### config.mk
export PLATFORM = sky130hd
export DESIGN_NAME = mem_port_arbiter_flat
export DESIGN_NICKNAME = d
export VERILOG_FILES = /design/src/rtl/mem_port_arbiter_if.sv /design/src/rtl/mem_port_arbiter.sv /design/src/flat_wrapper.sv
export SDC_FILE = /design/constraint.sdc
export NUM_CORES = 1
export LEC_CHECK = 0
export ABC_AREA = 1
export BUFFER_PORTS_ARGS = -buffer_cell sky130_fd_sc_hd__buf_2
export CORE_AREA = 2 2 86 88
export CTS_CLUSTER_SIZE = 12
export DETAILED_ROUTE_END_ITERATION = 8
export DIE_AREA = 0 0 88 90
export GPL_TIMING_DRIVEN = 1
export HOLD_SLACK_MARGIN = 0.15
export PLACE_DENSITY = 0.68
export SYNTH_ARGS = -nofsm -noshare
export SYNTH_HDL_FRONTEND = slang
export SYNTH_SLANG_ARGS = --single-unit
export TNS_END_PERCENT = 1
### constraint.sdc
create_clock -name clk -period 1.75 [get_ports clk]
set_input_delay 0.2625 -clock clk [delete_from_list [all_inputs] [get_ports clk]]
set_output_delay 0.2625 -clock clk [all_outputs]
set_load 0.05 [all_outputs]
### src/rtl/mem_port_arbiter_if.sv
// Bus bundle between the two requesters, the arbiter and the single-port image memory.
// master = arbiter side, slave = requesters plus memory model side.
interface mem_port_arbiter_if #(
  parameter int AW = 16,
  parameter int DW = 32
);
  logic          req0;
  logic          req1;
  logic [AW-1:0] addr0;
  logic [AW-1:0] addr1;
  logic          we0;
  logic          we1;
  logic [DW-1:0] wdata0;
  logic [DW-1:0] wdata1;
  logic          gnt0;
  logic          gnt1;
  logic [DW-1:0] rdata;
  logic          rvalid0;
  logic          rvalid1;
  logic [AW-1:0] addr;
  logic [DW-1:0] dataW;
  logic          en;
  logic          we;
  logic [DW-1:0] dataR;

  modport master (
    input  req0, req1, addr0, addr1, we0, we1, wdata0, wdata1, dataR,
    output gnt0, gnt1, rdata, rvalid0, rvalid1, addr, dataW, en, we
  );

  modport slave (
    output req0, req1, addr0, addr1, we0, we1, wdata0, wdata1, dataR,
    input  gnt0, gnt1, rdata, rvalid0, rvalid1, addr, dataW, en, we
  );
endinterface

### src/rtl/mem_port_arbiter.sv
// Round-robin, burst-bounded arbiter sharing the image memory between Sobel (0) and host (1).
// Optional access/wait statistics counters are compiled in when ARB_STATS_EN is defined.
module mem_port_arbiter #(
  parameter int MAX_BURST = 16,
  parameter int AW        = 16,
  parameter int DW        = 32
) (
  input  logic               clk,
  input  logic               reset,
  mem_port_arbiter_if.master bus
`ifdef ARB_STATS_EN
  ,
  input  logic               stat_clr,
  output logic [31:0]        stat_acc0,
  output logic [31:0]        stat_acc1,
  output logic [31:0]        stat_wait
`endif
);

  localparam logic [7:0] CNT_MAX = 8'(MAX_BURST - 1);

  typedef enum logic [1:0] {IDLE, OWN0, OWN1} state_t;

  state_t        state_reg, state_next;
  logic [7:0]    cnt_reg, cnt_next;
  logic          last_reg, last_next;
  logic [1:0]    gnt_reg;
  logic [1:0]    rvalid_reg, rvalid_next;

  logic [1:0]    req;
  logic [1:0]    we_in;
  logic [AW-1:0] addr_in  [2];
  logic [DW-1:0] wdata_in [2];

  logic          owner;
  logic [AW-1:0] addr_mux;
  logic [DW-1:0] wdata_mux;
  logic          en_mux;
  logic          we_mux;

  assign req         = {bus.req1, bus.req0};
  assign we_in       = {bus.we1, bus.we0};
  assign addr_in[0]  = bus.addr0;
  assign addr_in[1]  = bus.addr1;
  assign wdata_in[0] = bus.wdata0;
  assign wdata_in[1] = bus.wdata1;

  always_ff @(posedge clk or negedge reset) begin
    if (!reset) begin
      state_reg  <= IDLE;
      cnt_reg    <= '0;
      last_reg   <= 1'b1;
      gnt_reg    <= '0;
      rvalid_reg <= '0;
    end else begin
      state_reg  <= state_next;
      cnt_reg    <= cnt_next;
      last_reg   <= last_next;
      gnt_reg    <= {state_next == OWN1, state_next == OWN0};
      rvalid_reg <= rvalid_next;
    end
  end

  always_comb begin
    state_next = state_reg;
    case (state_reg)
      IDLE: begin
        if (req[0] && req[1]) state_next = last_reg ? OWN0 : OWN1;
        else if (req[0])      state_next = OWN0;
        else if (req[1])      state_next = OWN1;
      end
      OWN0: begin
        if (!req[0])                           state_next = req[1] ? OWN1 : IDLE;
        else if (req[1] && cnt_reg == CNT_MAX) state_next = OWN1;
      end
      OWN1: begin
        if (!req[1])                           state_next = req[0] ? OWN0 : IDLE;
        else if (req[0] && cnt_reg == CNT_MAX) state_next = OWN0;
      end
      default: state_next = IDLE;
    endcase

    // A fresh owner restarts its burst; a continuing owner counts up and saturates.
    cnt_next  = cnt_reg;
    last_next = last_reg;
    if (state_next == IDLE) begin
      cnt_next = '0;
    end else if (state_next != state_reg) begin
      cnt_next  = '0;
      last_next = (state_next == OWN1);
    end else if (cnt_reg != CNT_MAX) begin
      cnt_next = cnt_reg + 8'd1;
    end
  end

  always_comb begin
    owner       = (state_reg == OWN1);
    addr_mux    = '0;
    wdata_mux   = '0;
    en_mux      = 1'b0;
    we_mux      = 1'b0;
    rvalid_next = '0;
    if (state_reg != IDLE) begin
      addr_mux  = addr_in[owner];
      wdata_mux = wdata_in[owner];
      en_mux    = req[owner];
      we_mux    = req[owner] & we_in[owner];
      rvalid_next[owner] = req[owner] & ~we_in[owner];
    end
  end

  assign bus.addr    = addr_mux;
  assign bus.dataW   = wdata_mux;
  assign bus.en      = en_mux;
  assign bus.we      = we_mux;
  assign bus.rdata   = bus.dataR;
  assign bus.gnt0    = gnt_reg[0];
  assign bus.gnt1    = gnt_reg[1];
  assign bus.rvalid0 = rvalid_reg[0];
  assign bus.rvalid1 = rvalid_reg[1];

`ifdef ARB_STATS_EN
  logic [31:0] acc_reg [2];
  logic [31:0] wait_reg;

  for (genvar gi = 0; gi < 2; gi++) begin : g_acc
    always_ff @(posedge clk or negedge reset) begin
      if (!reset)                             acc_reg[gi] <= '0;
      else if (stat_clr)                      acc_reg[gi] <= '0;
      else if (en_mux && owner == 1'(gi))     acc_reg[gi] <= acc_reg[gi] + 32'd1;
    end
  end

  always_ff @(posedge clk or negedge reset) begin
    if (!reset)                    wait_reg <= '0;
    else if (stat_clr)             wait_reg <= '0;
    else if (|(req & ~gnt_reg))    wait_reg <= wait_reg + 32'd1;
  end

  assign stat_acc0 = acc_reg[0];
  assign stat_acc1 = acc_reg[1];
  assign stat_wait = wait_reg;
`endif

endmodule

### src/flat_wrapper.sv
// flat-port wrapper written by rule: the top's interface ports become plain ports
module mem_port_arbiter_flat 
#(
  parameter int MAX_BURST = 16,
  parameter int AW        = 16,
  parameter int DW        = 32
)
  (clk, reset, bus_req0, bus_req1, bus_addr0, bus_addr1, bus_we0, bus_we1, bus_wdata0, bus_wdata1, bus_dataR, bus_gnt0, bus_gnt1, bus_rdata, bus_rvalid0, bus_rvalid1, bus_addr, bus_dataW, bus_en, bus_we);
  mem_port_arbiter_if #(.AW(AW), .DW(DW)) bus_i ();
  input  logic clk;
  input  logic reset;
  input wire logic [$bits(bus_i.req0)-1:0] bus_req0;
  input wire logic [$bits(bus_i.req1)-1:0] bus_req1;
  input wire logic [$bits(bus_i.addr0)-1:0] bus_addr0;
  input wire logic [$bits(bus_i.addr1)-1:0] bus_addr1;
  input wire logic [$bits(bus_i.we0)-1:0] bus_we0;
  input wire logic [$bits(bus_i.we1)-1:0] bus_we1;
  input wire logic [$bits(bus_i.wdata0)-1:0] bus_wdata0;
  input wire logic [$bits(bus_i.wdata1)-1:0] bus_wdata1;
  input wire logic [$bits(bus_i.dataR)-1:0] bus_dataR;
  output wire logic [$bits(bus_i.gnt0)-1:0] bus_gnt0;
  output wire logic [$bits(bus_i.gnt1)-1:0] bus_gnt1;
  output wire logic [$bits(bus_i.rdata)-1:0] bus_rdata;
  output wire logic [$bits(bus_i.rvalid0)-1:0] bus_rvalid0;
  output wire logic [$bits(bus_i.rvalid1)-1:0] bus_rvalid1;
  output wire logic [$bits(bus_i.addr)-1:0] bus_addr;
  output wire logic [$bits(bus_i.dataW)-1:0] bus_dataW;
  output wire logic [$bits(bus_i.en)-1:0] bus_en;
  output wire logic [$bits(bus_i.we)-1:0] bus_we;
  assign bus_i.req0 = bus_req0;
  assign bus_i.req1 = bus_req1;
  assign bus_i.addr0 = bus_addr0;
  assign bus_i.addr1 = bus_addr1;
  assign bus_i.we0 = bus_we0;
  assign bus_i.we1 = bus_we1;
  assign bus_i.wdata0 = bus_wdata0;
  assign bus_i.wdata1 = bus_wdata1;
  assign bus_i.dataR = bus_dataR;
  assign bus_gnt0 = bus_i.gnt0;
  assign bus_gnt1 = bus_i.gnt1;
  assign bus_rdata = bus_i.rdata;
  assign bus_rvalid0 = bus_i.rvalid0;
  assign bus_rvalid1 = bus_i.rvalid1;
  assign bus_addr = bus_i.addr;
  assign bus_dataW = bus_i.dataW;
  assign bus_en = bus_i.en;
  assign bus_we = bus_i.we;
  mem_port_arbiter #(.MAX_BURST(MAX_BURST), .AW(AW), .DW(DW)) u_core (.clk(clk), .reset(reset), .bus(bus_i));
endmodule
# Yosys cells after proc, flatten, opt, wreduce, memory -nomap -nowiden
# Index checks and enable logic that the tools add are counted.
word_totals:
  ff_bits: 15
  input_bits: 134
  word_cells: 62
  out_inout_bits: 86
classes:
  order_cmp: 3
  n_eq_ne: 7
  add_sub_neg: 1
  bitwise_logic: 6
  n_reduce_logical: 9
  n_mux: 31
op_table:
  columns: ["cell", "count"]
  rows:
  - ["$mux W32", 4]
  - ["$mux W16", 4]
  - ["$mux W8", 3]
  - ["$mux W2", 10]
  - ["$add A8 B1 Y8 const B", 1]
  - ["$eq A8 B4 Y1 const B", 1]
  - ["$mux W1", 8]
  - ["$ne A8 B4 Y1 const B", 1]
  - ["$pmux W2 S3", 1]
  - ["$eq A2 B1 Y1 const B", 2]
  - ["$eq A2 B2 Y1 const B", 2]
  - ["$logic_and A1 B1 Y1", 4]
  - ["$logic_not A2 Y1", 2]
  - ["$reduce_bool A3 Y1", 1]
  - ["$and A1 B1 Y1", 2]
  - ["$and A2 B2 Y2", 1]
  - ["$ge A2 B2 Y1 const B", 1]
  - ["$lt A1 B2 Y1 const B", 1]
  - ["$ne A2 B2 Y1", 1]
  - ["$not A1 Y1", 2]
  - ["$not A1 Y2", 1]
  - ["$reduce_and A2 Y1", 1]
  - ["$reduce_bool A2 Y1", 1]
  - ["$demux W1 S1", 1]
  - ["$ge A1 B1 Y1 const B", 1]

# Depth between registers and ports, before layout
logic_depth:
  word_depth: 8
  depth_mapped: 12
  mapped_depth_nobuf: 12

# Worst setup path after synthesis
# Ideal clock, no wire load.
synth_timing:
  path_kind: "flip-flop to output port"
  startpoint: "register u_core.state_reg[0]"
  endpoint: "output port bus_we"
  arrival_time_ps: 2391
  path_stages_with_launch: 7
  path_buffers: 1
  slack_ps: -903
  t_required_ps: 1487
  path_cell_list: "dfrtp_1 inv_2 nand2_2 inv_2 buf_2 nor2_1 nor4_1"
synth_between:
  elab_chain_len: 5
  elab_cells_between_ends: 8
  cone_classes: "1 x eq/ne; 5 x mux; 1 x bitwise; 1 x reduce/logical"
synth_lines:
  columns: ["element", "line_no", "source"]
  rows:
  - ["start, declared", "mem_port_arbiter.sv:24", "state_t state_reg, state_next;"]
  - ["start signal, assigned", "mem_port_arbiter.sv:56", "state_reg <= state_next;"]
  - ["$eq A2 B2 Y1", "mem_port_arbiter.sv:97", "owner = (state_reg == OWN1);"]
  - ["$mux W1 (not written as such) (2 in a row)", "mem_port_arbiter.sv:107", "we_mux = req[owner] & we_in[owner];"]
  - ["$and A1 B1 Y1", "mem_port_arbiter.sv:107", null]
  - ["$mux W1 (*)", "mem_port_arbiter.sv:103", "if (state_reg != IDLE) begin"]
  - ["end, declared", "flat_wrapper.sv:29", "output wire logic [$bits(bus_i.we)-1:0] bus_we;"]
# Every way passes the cells marked *; elsewhere a longest branch is shown, timed or not. The select of a mux whose other input is x is not followed.

# Worst setup path in the final report
layout_timing:
  startpoint: "register u_core.state_reg[0]"
  endpoint: "output port bus_addr[1]"
layout_between:
  elab_chain_len: 6
  elab_cells_between_ends: 7
  cone_classes: "1 x eq/ne; 4 x mux; 1 x bitwise; 1 x reduce/logical"
layout_lines:
  columns: ["element", "line_no", "source"]
  rows:
  - ["$eq A2 B2 Y1", "mem_port_arbiter.sv:97", null]
  - ["$not A1 Y2 (not written as such)", "mem_port_arbiter.sv:104", "addr_mux = addr_in[owner];"]
  - ["$mux W16 (not written as such) (3 in a row)", "mem_port_arbiter.sv:104", null]
  - ["$mux W16 (*)", "mem_port_arbiter.sv:103", null]
  - ["end, declared", "flat_wrapper.sv:26", "output wire logic [$bits(bus_i.addr)-1:0] bus_addr;"]
# Marked as above.

==> qor.yml <==
synth.cell_area_um2: 1510
worst_slew_pin_slew_ps: 346
fin_crit_sh_pct: 98.7
r2r-start: "u_core.cnt_reg[0]$_DFFE_PN0P_"
path_max_fanout: 24
synth_largest_area_cell: "a22o_1"
routed_wl_um: 5820
p_leak_nw: 1.38
powerDensity_nw_per_um2: 2060
vias: 1841
maxCapViolCount: 0
yosys-top-cells-area: "a22o_1 (28%), dfrtp_1 (23%), buf_4 (16%)"
yosysWarningCount: 0
core.rowCount: 31
synth.distinct_cells: 29
dr.pass1.iters: 4
fin_crit_ps: 1730
coreArea_um2: 7020
wl_per_cell_um: 14.1
vdd_drop_max_v: 0.000707
die_h_um: 90
gp_congestion: 0.879
cp_cell_sequence: "inv_2, nand2_4, inv_8, buf_16, a22o_1, buf_6"
port_buffers: 155
grt_max_degree: 49
first_global_vias: 1787
ys.flop_type: "dfrtp_1"
vias_per_cell: 4.47
area_growth_pct: 73.6
cp-start-kind: "flip-flop"
syn-num-nets: 322
min_from: "bus_we0"
ant_nets: 0
fmax_mhz: 579
final.setup.tns_ps: 0
diodes: 0
post-dp-hpwl_um: 4360
synth_compound_area_share_pct: 30.6
cp_top_family: "buffers and inverters"
min_path_type: "primary input to flip-flop"
whs_endpoint: "u_core.rvalid_reg[0]$_DFF_PN0_"
status: "complete, no violations"
drc_errors: 0
max_slew_margin_pct: 76.8
reg2reg_slack_ps: 110
critPathCaptureType: "output port"
pre_cts_ws_ps: 102
cts_buffers: 3
synth_fa_ha_area_share_pct: 0.827
h-tree-depth: 1
hold_viol: 0
multi_input_area_um2: 848
drive_gt1_share_pct: 61.0
grt_pass1_wl_um: 8340
netlist_instances: 187
cts_tree: "done"
max_stage_delay_ps: 410
synth_top_area_share_pct: 27.8
fin_hold_ws_ps: 195
path_clk_slew_ps: 60
die_w_um: 88
synth_top_family_by_area: "compound AO/OA/AOI/OAI gates"
drv_slew: 0
clk_latency_ps: 250
antenna_found_initial: 0
largest_register_ff_count: 8
synth_simple_gate_area_share_pct: 18.5
fin_ws_ps: 22.7
start_util_pct: 21.5
path_buf_inv: 4
syn_avg_cell_area_um2: 8.09
rsz0062_at_grt: "true"
cts.sinks: 15
clockBufferDepth: 2
placedCellCount: 402
startpoint: "u_core.state_reg[0]$_DFF_PN0_"
synth_edf_count: 0
min_path_cells: 2
yosysSeqAreaShare_pct: 24.9
worstReg2RegEnd: "u_core.cnt_reg[0]$_DFFE_PN0P_"
fin_cells: 412
fin_nets: 449
ff2ff_path_depth: 10
worst-endpoint-required_ps: 1490
cts-root-buf: "clkbuf_8"
seqCellArea_um2: 378
finClkSkew_ps: 1.74
path_class: "flip-flop to output port"
post-route-util_pct: 37.4
synth-seq-cells: 15
synth_xor_area_share_pct: 2.89
nFillCells: 711
die_area_um2: 7920
setup_violations: 0
grt_overflow: 0
arrival_ps: 1460
cp_slowest_cell: "dfrtp_1"
ys_async_sr_fraction_pct: 100
io_pins: 220
drt_first_iter_violations: 61
grt.total_usage_pct: 13.5
muxShareOfSynthArea_pct: 0.662
-- report_power, final --
| group | switching [mW] | internal [mW] |
|---|---|---|
| Combinational | 2.99 | 1.66 |
| Clock | 0.123 | 0.158 |
| Sequential | 0.0587 | 0.431 |
-- how the worst max path moves through the flow --
| stage | slack [ps] | end | cells past startpoint |
|---|---|---|---|
| finish | 20 | bus_addr[1] | 6 |
| global route | -40 | u_core.cnt_reg[2]$_DFFE_PN0P_ | 11 |
| CTS | 30 | bus_we | 6 |
| detailed placement | 100 | u_core.cnt_reg[2]$_DFFE_PN0P_ | 10 |
| global placement | 160 | bus_addr[8] | 6 |
| floorplan | 10 | bus_en | 5 |
-- synth_stat cells, drive strengths merged, types with 2 or more instances --
cell type  number
nor2           24
nand2          17
nor3            3
clkbuf          6
dfrtp          14
o211ai          2
a21oi           2
a22o           48
o21ai           2
nand3           8
xor2            5
nand4           2
inv            12
buf            36
-- layout make-up --
class,instances,share of cell area [%]
repair buffers,164,44.8
clock inverters,1,0.191
multi-input cells,118,32.3
clock buffers,3,1.57
inverters,12,2.00
flip-flops and latches,15,14.4
well taps,99,4.72
-- per-stage QoR --
stage                     instance area, µm²  total power, mW
after floorplan                         1530             3.64
after global placement                  2180             4.20
after detailed placement                2180             4.25
after CTS                               2580             5.39
after global routing                    2630             5.68
final                                   2630             5.42
-- repair_timing --
item,4_1_cts,5_1_grt
cloned,2,0
endpoints found under the setup margin,49,32
hold buffers,1,0
buffers inserted,1,2
endpoints found under the hold margin,14,0
gates resized for setup,94,11
pin swaps,1,5
-- routing by layer --
layer | up-vias | track usage [%] | wire (µm)
met5 | - | 0 | 0
met4 | 0 | 5.51 | 161
met1 | 818 | 15.5 | 2290
met2 | 123 | 24.1 | 2890
met3 | 14 | 2.48 | 476
li1 | 886 | - | -
-- cells by family after synthesis --
family          count (synthesis)
mux                             1
fa+ha+maj                       1
buf+inv                        54
compound gates                 55
xor+xnor                        5
flops                          15
simple gates                   56
-- layout by cell type (no fill, tap or decap), drive strengths merged, types with 2 or more instances in the layout --
master and n:
a21oi 2, a22o 48, o21ai 2, nor2 24
nand4 2, nand3 8, nand2 17, buf 162
nor3 3, inv 12, xor2 5, clkbuf 4
dfrtp 14, o211ai 2
(Power assumes the default switching activity.)
